==> src/rtl/universal_register.sv <==
// Universal shift/load register: hold, shift right, shift left, parallel load, registered shift-out.
// Optional rotate on shifts when UNIVERSAL_REGISTER_ROTATE_EN is defined (ROT selects it).
module universal_register #(
  parameter int unsigned          WIDTH     = 8,
  parameter logic [WIDTH-1:0]     RESET_VAL = '0
) (
  input  logic             CLK,
  input  logic             R,
  input  logic             EN,
  input  logic [1:0]       MODE,
  input  logic [WIDTH-1:0] D,
  input  logic             SIN_L,
  input  logic             SIN_R,
  input  logic             ROT,
  output logic [WIDTH-1:0] Q,
  output logic [WIDTH-1:0] Q_,
  output logic             SOUT_R,
  output logic             SOUT_L
);

  if (WIDTH < 2 || WIDTH > 32) begin : gen_bad_width
    $error("universal_register: WIDTH must be in 2..32");
  end

  localparam logic [1:0] ModeHold  = 2'b00;
  localparam logic [1:0] ModeShR   = 2'b01;
  localparam logic [1:0] ModeShL   = 2'b10;
  localparam logic [1:0] ModeLoad  = 2'b11;

  logic [WIDTH-1:0] q_q, q_d;
  logic             sout_r_q, sout_r_d;
  logic             sout_l_q, sout_l_d;
  logic             fill_l, fill_r;

`ifdef UNIVERSAL_REGISTER_ROTATE_EN
  // Rotate recirculates the bit leaving the opposite end instead of the serial input.
  assign fill_l = ROT ? q_q[0]       : SIN_L;
  assign fill_r = ROT ? q_q[WIDTH-1] : SIN_R;
`else
  logic unused_rot;
  assign unused_rot = ROT;
  assign fill_l     = SIN_L;
  assign fill_r     = SIN_R;
`endif

  always_comb begin
    q_d      = q_q;
    sout_r_d = sout_r_q;
    sout_l_d = sout_l_q;
    if (EN) begin
      unique case (MODE)
        ModeShR: begin
          q_d      = {fill_l, q_q[WIDTH-1:1]};
          sout_r_d = q_q[0];
        end
        ModeShL: begin
          q_d      = {q_q[WIDTH-2:0], fill_r};
          sout_l_d = q_q[WIDTH-1];
        end
        ModeLoad: q_d = D;
        ModeHold: ;
        default:  ;
      endcase
    end
  end

  always_ff @(posedge CLK or negedge R) begin
    if (!R) begin
      q_q      <= RESET_VAL;
      sout_r_q <= 1'b0;
      sout_l_q <= 1'b0;
    end else begin
      q_q      <= q_d;
      sout_r_q <= sout_r_d;
      sout_l_q <= sout_l_d;
    end
  end

  assign Q      = q_q;
  assign Q_     = ~q_q;
  assign SOUT_R = sout_r_q;
  assign SOUT_L = sout_l_q;

endmodule

==> config.mk <==
export PLATFORM = sky130hd
export DESIGN_NAME = universal_register
export DESIGN_NICKNAME = d
export VERILOG_FILES = /design/src/rtl/universal_register.sv
export SDC_FILE = /design/constraint.sdc
export NUM_CORES = 1
export LEC_CHECK = 0
export CAP_MARGIN = 10
export CORE_MARGIN = 2
export CORE_UTILIZATION = 37
export CTS_CLUSTER_SIZE = 16
export DETAILED_ROUTE_END_ITERATION = 16
export HOLD_SLACK_MARGIN = 0.1
export PLACE_DENSITY = 0.76
export SETUP_SLACK_MARGIN = 0.4
export SYNTH_ARGS = -nofsm -noshare
export SYNTH_HDL_FRONTEND = slang
export SYNTH_SLANG_ARGS = --single-unit
==> constraint.sdc <==
create_clock -name CLK -period 1.1 [get_ports CLK]
set_input_delay 0.165 -clock CLK [delete_from_list [all_inputs] [get_ports CLK]]
set_output_delay 0.165 -clock CLK [all_outputs]
set_load 0.01 [all_outputs]
==> flow_metrics.tcl <==
set metrics [dict create \
    synth_common_cells "10 x dfrtp_1, 9 x inv_1, 9 x o21ai_1" \
    firstDrtPassIters 4 \
    outcome "finished, final reports clean" \
    period_needed_ns 1.06 \
    use_met3 0.0640 \
    grt_use_total 0.227 \
    avgSynthCellArea_sq_um 8.99 \
    multi_input_area_sq_um 344 \
    syn_inst 70 \
    start_util 0.404 \
    place_hpwl_mm 1.45 \
    grt_first_pass_wirelength_mm 3.26 \
    startpoint_type "register" \
    drc 0 \
    path_class "register to register" \
    synth.area.top_cells "dfrtp_1 40%, mux2i_1 13%, a21o_1 9.5%" \
    cts_num_sinks 10 \
    ys_ff_latch 10 \
    synth_edf_count 0 \
    syn_nets 86 \
    cts-root-buf "clkbuf_4" \
    dieArea_sq_um 2050 \
    viasPerCell 5.24 \
    nets 145 \
    netlist_area_sq_um 629 \
    place_congestion 0.763 \
    crit_path_end_kind "register" \
    synth_top_area_cell "dfrtp_1" \
    cts_tree "built" \
    netlist.area_leader.share 0.398 \
    ir_worst_vdd_uv 942 \
    grt_antenna_before_repair 0 \
    synth_ff_type "dfrtp_1" \
    final_area_sq_um 1190 \
    synth_cell_types 15 \
    rsz0062_at_grt "yes" \
    clk_path_buf_depth 2 \
    nFillCells 111 \
    setup-tns-final_ns 0 \
    seq_area_sq_um 250 \
    num_rows 14 \
    setup_viol 0 \
    max_freq_ghz 0.945 \
    power_leakage_nw 0.629 \
    grt_pass1_vias 748 \
    wl_per_cell_microns 14.9 \
    routed_wirelength_mm 2.15 \
    die-height_microns 45.2 \
    finalHoldViolCount 0 \
    grt_overflow 0 \
    clk_pin_slew_ns 0.08 \
    vias 755 \
    power.density_nw_per_um2 1480 \
    grt-busiest-layer "met2" \
    diodes 0 \
    arrival_ns 1.23 \
    crit_fanout 3 \
    cts_buffers 3 \
    syn_to_final_growth_pct 88.7 \
    clkLatencyLatePin_ns 0.28 \
    drtIter0Drc 18 \
    clock_skew_ns 0.00614 \
    finalMaxSlewViolations 0 \
    layout-drive-gt1-share 0.500 \
    maxSlewHeadroom 0.867 \
    yosys_warnings 0 \
    port_buffers 32 \
    min_period_over_period 0.962 \
    die_width_microns 45.2 \
    ys_seq_area_frac 0.398 \
    min_path_type "input pin to asynchronous set/reset pin" \
    ant_nets 0 \
    htree_levels 1 \
    core_sq_um 1560 \
    synthArstFlopShare 1.00 \
    gr-usage-met1 0.286 \
    post-synth-top-count-cell "dfrtp_1" \
    placed_area_sq_um 1100 \
    grt_max_degree 11 \
    max_cap_viol_count 0 \
    tightest_slew_ns 0.200 \
    worstPathRequired_ns 1.27 \
    ioPinCount 34 \
    grt.met2_usage 0.374 \
]
[placed cells by master, fill, tap and decap left out]
master and n:
nand2_1 1, nand3_2 1, o21ai_0 1, nand2_4 1, nand3b_1 1, clkbuf_8 1
buf_4 18, a21o_1 8, o31ai_4 1, o21ai_4 1, nand3_1 7, dlygate4sd2_1 2
clkbuf_4 3, inv_2 9, buf_2 11, clkdlybuf4s50_1 11, o21ai_2 1, buf_6 16
mux2i_1 8, o21ai_1 7, clkbuf_2 1, dfrtp_1 10, o22ai_1 8
[layout make-up]
cell class,count,area share
Tap cell,16,0.0169
Multi-Input combinational cell,46,0.290
Inverter,9,0.0285
Timing Repair Buffer,59,0.424
Clock buffer,4,0.0306
Sequential cell,10,0.211
[worst paths after layout]
check | startpoint | end | slack (ns) | depth (start not counted)
setup / recovery | Q[1]$_DFFE_PN0P_ | Q[0]$_DFFE_PN0P_ | 0.04 | 4
hold / removal | R | Q[1]$_DFFE_PN0P_ | 0.18 | 2
setup reg to reg | Q[1]$_DFFE_PN0P_ | Q[0]$_DFFE_PN0P_ | 0.04 | 4
hold reg to reg | SOUT_L$_DFFE_PN0P_ | SOUT_L$_DFFE_PN0P_ | 0.57 | 3
max in group asynchronous | R | Q[5]$_DFFE_PN0P_ | 0.77 | 2
min in group CLK | MODE[1] | SOUT_L$_DFFE_PN0P_ | 0.38 | 4
[what timing repair did]
item,CTS,global route
hold buffers,0,0
setup endpoints to repair,28,28
cloned,1,0
setup buffers,1,2
pin swaps,4,3
gates resized for setup,93,8
[cells by family (layout without fill, tap and decap cells)]
family                 count (synthesis)  count (layout)  synth area share
AO/OA/AOI/OAI                         27              27             0.266
buffers and inverters                 14              72             0.117
AND/OR/NAND/NOR                       11              11            0.0915
multiplexers                           8               8             0.127
flip-flops                            10              10             0.398
[metal layers]
layer | routed length, microns | up-vias
met3 | 96 | 5
met5 | 0 | -
met2 | 1110 | 20
met4 | 27 | 0
met1 | 917 | 359
li1 | - | 371
[sequential cells by signal, indices dropped and copies added (netlist names)]
| name | flops |
|---|---|
| SOUT_R | 1 |
| SOUT_L | 1 |
| Q | 8 |
[power by group]
group          switching (W)  internal, W
sequential         0.0000670     0.000441
combinational       0.000377     0.000517
clock               0.000150     0.000202
total               0.000594      0.00116
[worst max-delay path: stages (launching register included)]
cell     delay (ns)
dfrtp_1        0.41
buf_4          0.15
mux2i_1        0.13
o22ai_1        0.09
a21o_1         0.17
[through the flow]
stage	power, W	util	hold slack, ns	worst slack (ns)	std cells
after floorplan	0.000825	-	-0.131	0.214	70
after global placement	0.00134	0.707	0.475	-0.290	136
after detailed placement	0.00136	0.707	0.482	-0.312	136
after CTS	0.00169	0.733	0.173	0.0444	142
after global routing	0.00184	0.762	0.201	-0.0103	144
final	0.00175	0.762	0.178	0.0423	144
Note: power is estimated with default switching activity, not from simulation.
==> variant 1: new RTL, config.mk and constraints unchanged <==
Register the output `Q_`; this adds one clock of latency there. The other outputs are not delayed to match.
--- a/src/rtl/universal_register.sv
+++ b/src/rtl/universal_register.sv
@@ -77,7 +77,9 @@
   end
 
   assign Q      = q_q;
-  assign Q_     = ~q_q;
+  always_ff @(posedge CLK) begin
+    Q_ <= ~q_q;
+  end
   assign SOUT_R = sout_r_q;
   assign SOUT_L = sout_l_q;
 
Check against the original RTL: not equivalent (a bounded check fails within 4 cycles, from zero or initial values).
==> variant 1 against the original RTL <==
  * Global-route usage fell by 4.3 points
  * Clock power rose by 12%
  * Area after synthesis rose by 25%
  * Sequential cell count rose by 8
  * Routed wire length fell by 4.0%
  * Via count rose by 3.2%
  * Final area rose by 13%
  * Cell count rose by 11%
  * Total power rose by 19%
  * Setup slack improved by 0.019 ns
  * Critical path type unchanged
  * Largest power group is now registers
==> variant 1: results <==
[run_status]
outcome = "complete, no violations"

[finish]
final_cells = 160
final_nets = 150
drive_gt1_share_pct = 44.4

[routing]
viasPerCell = 4.87
wl_met1_um = 920
dr_wl_met2_um = 1020
finalWirelength_um = 2070
drt-initial-drc-count = 19
routed-wl-met3_um = 107

[worst_setup_path]
crit_fanout = 4

[power_and_ir_drop]
pg_clk_mw = 0.394
p_int_mw = 1.46
p_leak_nw = 0.692
vdd_drop_max_v = 0.000907
p_seq_share_pct = 40.9
powerDensity_nw_per_um2 = 1550

[clock_network]
clk_pin_slew_worst_paths_ns = 0.10
postCtsSetupBuffers = 6
ctsResizeCount = 94

[placed_design]
place_hpwl_um = 1340
placed_cell_area_um2 = 1230

[yosys]
yosysSeqAreaShare_pct = 52.0
ys_ff_latch = 18
syn_avg_cell_area_um2 = 10.1
yosys-top-cells-area = "dfrtp_1 (32%), dfxtp_1 (20%), mux2i_1 (10%)"
syn_nets = 94
yosysUniqueCellTypes = 16

[grt]
grt_pass1_wl_um = 3530
grtUsageMet3_pct = 2.08
grt_max_degree = 11
use_met1_pct = 24.8
grt_use_total_pct = 18.3
grt_util_met2_pct = 29.4

[timing]
worst_slew_pin_slew_ns = 0.294
skew_ns = 0.000674
tns_ns = 0
[variant 1: cell types whose count changed after synthesis, sizes merged]
cell   unedited run  this run
dfxtp             0         8
[variant 1: critical path, delay by kind of cell (launching register included)]
family          cells  cell delay (ns)
flops               1             0.41
buf+inv             3             0.29
compound gates      2             0.24
[variant 1: through the flow]
stage                     worst slack (ns)  utilization [%]
after global placement              -0.317             62.0
after global routing                0.0229             67.8
after floorplan                      0.216                -
after detailed placement            -0.336             62.0
after CTS                           0.0710             65.7
final                               0.0614             67.8
[variant 1: logic make-up (layout without fill, tap and decap cells)]
family	count (synthesis)	after routing	synth area share, %
multiplexers	8	8	10.1
buffers and inverters	14	69	9.35
flip-flops	18	18	52.0
AO/OA/AOI/OAI	27	27	21.2
AND/OR/NAND/NOR	11	11	7.29
[variant 1: final cells by class]
| class | instances | area, µm² |
|---|---|---|
| sequential | 18 | 413 |
| timing repair buffer | 56 | 498 |
| clock buffer | 4 | 36.3 |
| fill | 149 | 638 |
| multi-input combinational | 46 | 324 |
| inverter | 9 | 38.8 |
| tap | 27 | 33.8 |
[variant 1: path summary, 6_finish.rpt]
check	from	end	slack (ns)	cells after the start
min reg2reg	SOUT_L$_DFFE_PN0P_	SOUT_L$_DFFE_PN0P_	0.50	2
min in group CLK	MODE[0]	SOUT_R$_DFFE_PN0P_	0.42	3
max	Q[0]$_DFFE_PN0P_	Q[0]$_DFFE_PN0P_	0.06	5
max reg2reg	Q[0]$_DFFE_PN0P_	Q[0]$_DFFE_PN0P_	0.06	5
max in group asynchronous	R	Q[4]$_DFFE_PN0P_	0.78	2
min	R	SOUT_R$_DFFE_PN0P_	0.17	2
==> variant 2: new RTL, same settings <==
Without the edit above. Add a define of `UNIVERSAL_REGISTER_ROTATE_EN`.
--- a/src/rtl/universal_register.sv
+++ b/src/rtl/universal_register.sv
@@ -1,5 +1,7 @@
 // Universal shift/load register: hold, shift right, shift left, parallel load, registered shift-out.
 // Optional rotate on shifts when UNIVERSAL_REGISTER_ROTATE_EN is defined (ROT selects it).
+`define UNIVERSAL_REGISTER_ROTATE_EN
+
 module universal_register #(
   parameter int unsigned          WIDTH     = 8,
   parameter logic [WIDTH-1:0]     RESET_VAL = '0
Formal check against the unedited RTL: not equivalent (a bounded check fails within 4 cycles, from zero or initial values).
==> variant 2 against the original RTL <==
  * Global-route usage grew 1.9 points
  * Largest cell class unchanged
  * Area after synthesis up 5.6%
  * Setup slack got worse by 0.030 ns
  * Via count grew 9.4%
  * Sequential cell count did not move
  * Final area is 9.1% higher
  * Fmax decreased by 2.8%
  * First-iteration DRC count down 39%
  * Non-clock buffer count grew 1
  * Total power fell by 2.3%
  * Clock power shrank 19%
  * Core utilization down 0.34 points
  * Routed wire length increased by 13%
  * Critical endpoint is now Q[4]$_DFFE_PN0P_
==> variant 2: results <==
[finish]
seq_share_pct = 19.6
multiInputGateArea_um2 = 383
clock_area_share_pct = 2.03
nNonClkBuffers = 60
signal_buffer_area_fraction_pct = 43.3
nMultiInputCombCells = 47
nonClockInverterCount = 10
final.fill_count = 118

[floorplanning]
rows = 15

[yosys]
syn_inst = 72
synthMuxAreaShare_pct = 12.4
yosysUniqueCellTypes = 26
yosys-top-cells-area = "dfrtp_1 (38%), mux2i_1 (9.0%), buf_6 (6.8%)"
yosysSeqAreaShare_pct = 37.7
syn_nets = 88

[routing]
finalWirelength_um = 2440
wire_per_inst_um = 15.6
dr_total_vias = 826
dr_wl_met2_um = 1260
drt-initial-drc-count = 11
routed-wl-met3_um = 146
wl_met1_um = 960

[power_and_ir_drop]
power_switching_mw = 0.595
combPwrFrac_pct = 52.8
powerDensity_nw_per_um2 = 1320
vdd_drop_max_v = 0.00100
p_leak_nw = 0.632

[placed_design]
placed_cell_area_um2 = 1190
place_ws_ns = -0.374
gp_congestion = 0.884
dp.cells = 148

[timing]
hold_slack_ns = 0.175
worst_slew_pin_slew_ns = 0.305

[clock_network]
ctsResizeCount = 94

[grt]
grtUsageMet3_pct = 7.84
grt_use_total_pct = 24.6
grt_pass1_wl_um = 3500
grt_pass1_vias = 751
grt_util_met2_pct = 40.0

[run_status]
outcome = "complete, no violations"

[worst_setup_path]
r2r-end = "Q[4]$_DFFE_PN0P_"
worstPathArrival_ns = 1.25
==> variant 2: cell count changes after synthesis, sizes merged, moves of 2 or more <==
cell     delta
nand3       -6
a21o        -5
nor2        +5
o21ai       -5
o22ai       -3
a31oi       +2
mux2        +2
mux2i       -2
nand2       +2
o2111ai     +2
o221a       +2
==> variant 2: worst max-delay path, cell delays in order (launching register included) <==
cell	delay, ns
dfrtp_2	0.43
buf_6	0.12
mux2i_1	0.12
nor2_1	0.05
a221o_1	0.25
==> variant 2: worst max path at each step <==
stage                          to  cells after the start
2_1_floorplan    Q[0]$_DFFE_PN0P_                      3
3_3_place_gp   SOUT_R$_DFFE_PN0P_                      5
3_5_place_dp   SOUT_R$_DFFE_PN0P_                      5
4_1_cts          Q[4]$_DFFE_PN0P_                      4
5_1_grt          Q[4]$_DFFE_PN0P_                      4
6_report         Q[4]$_DFFE_PN0P_                      4
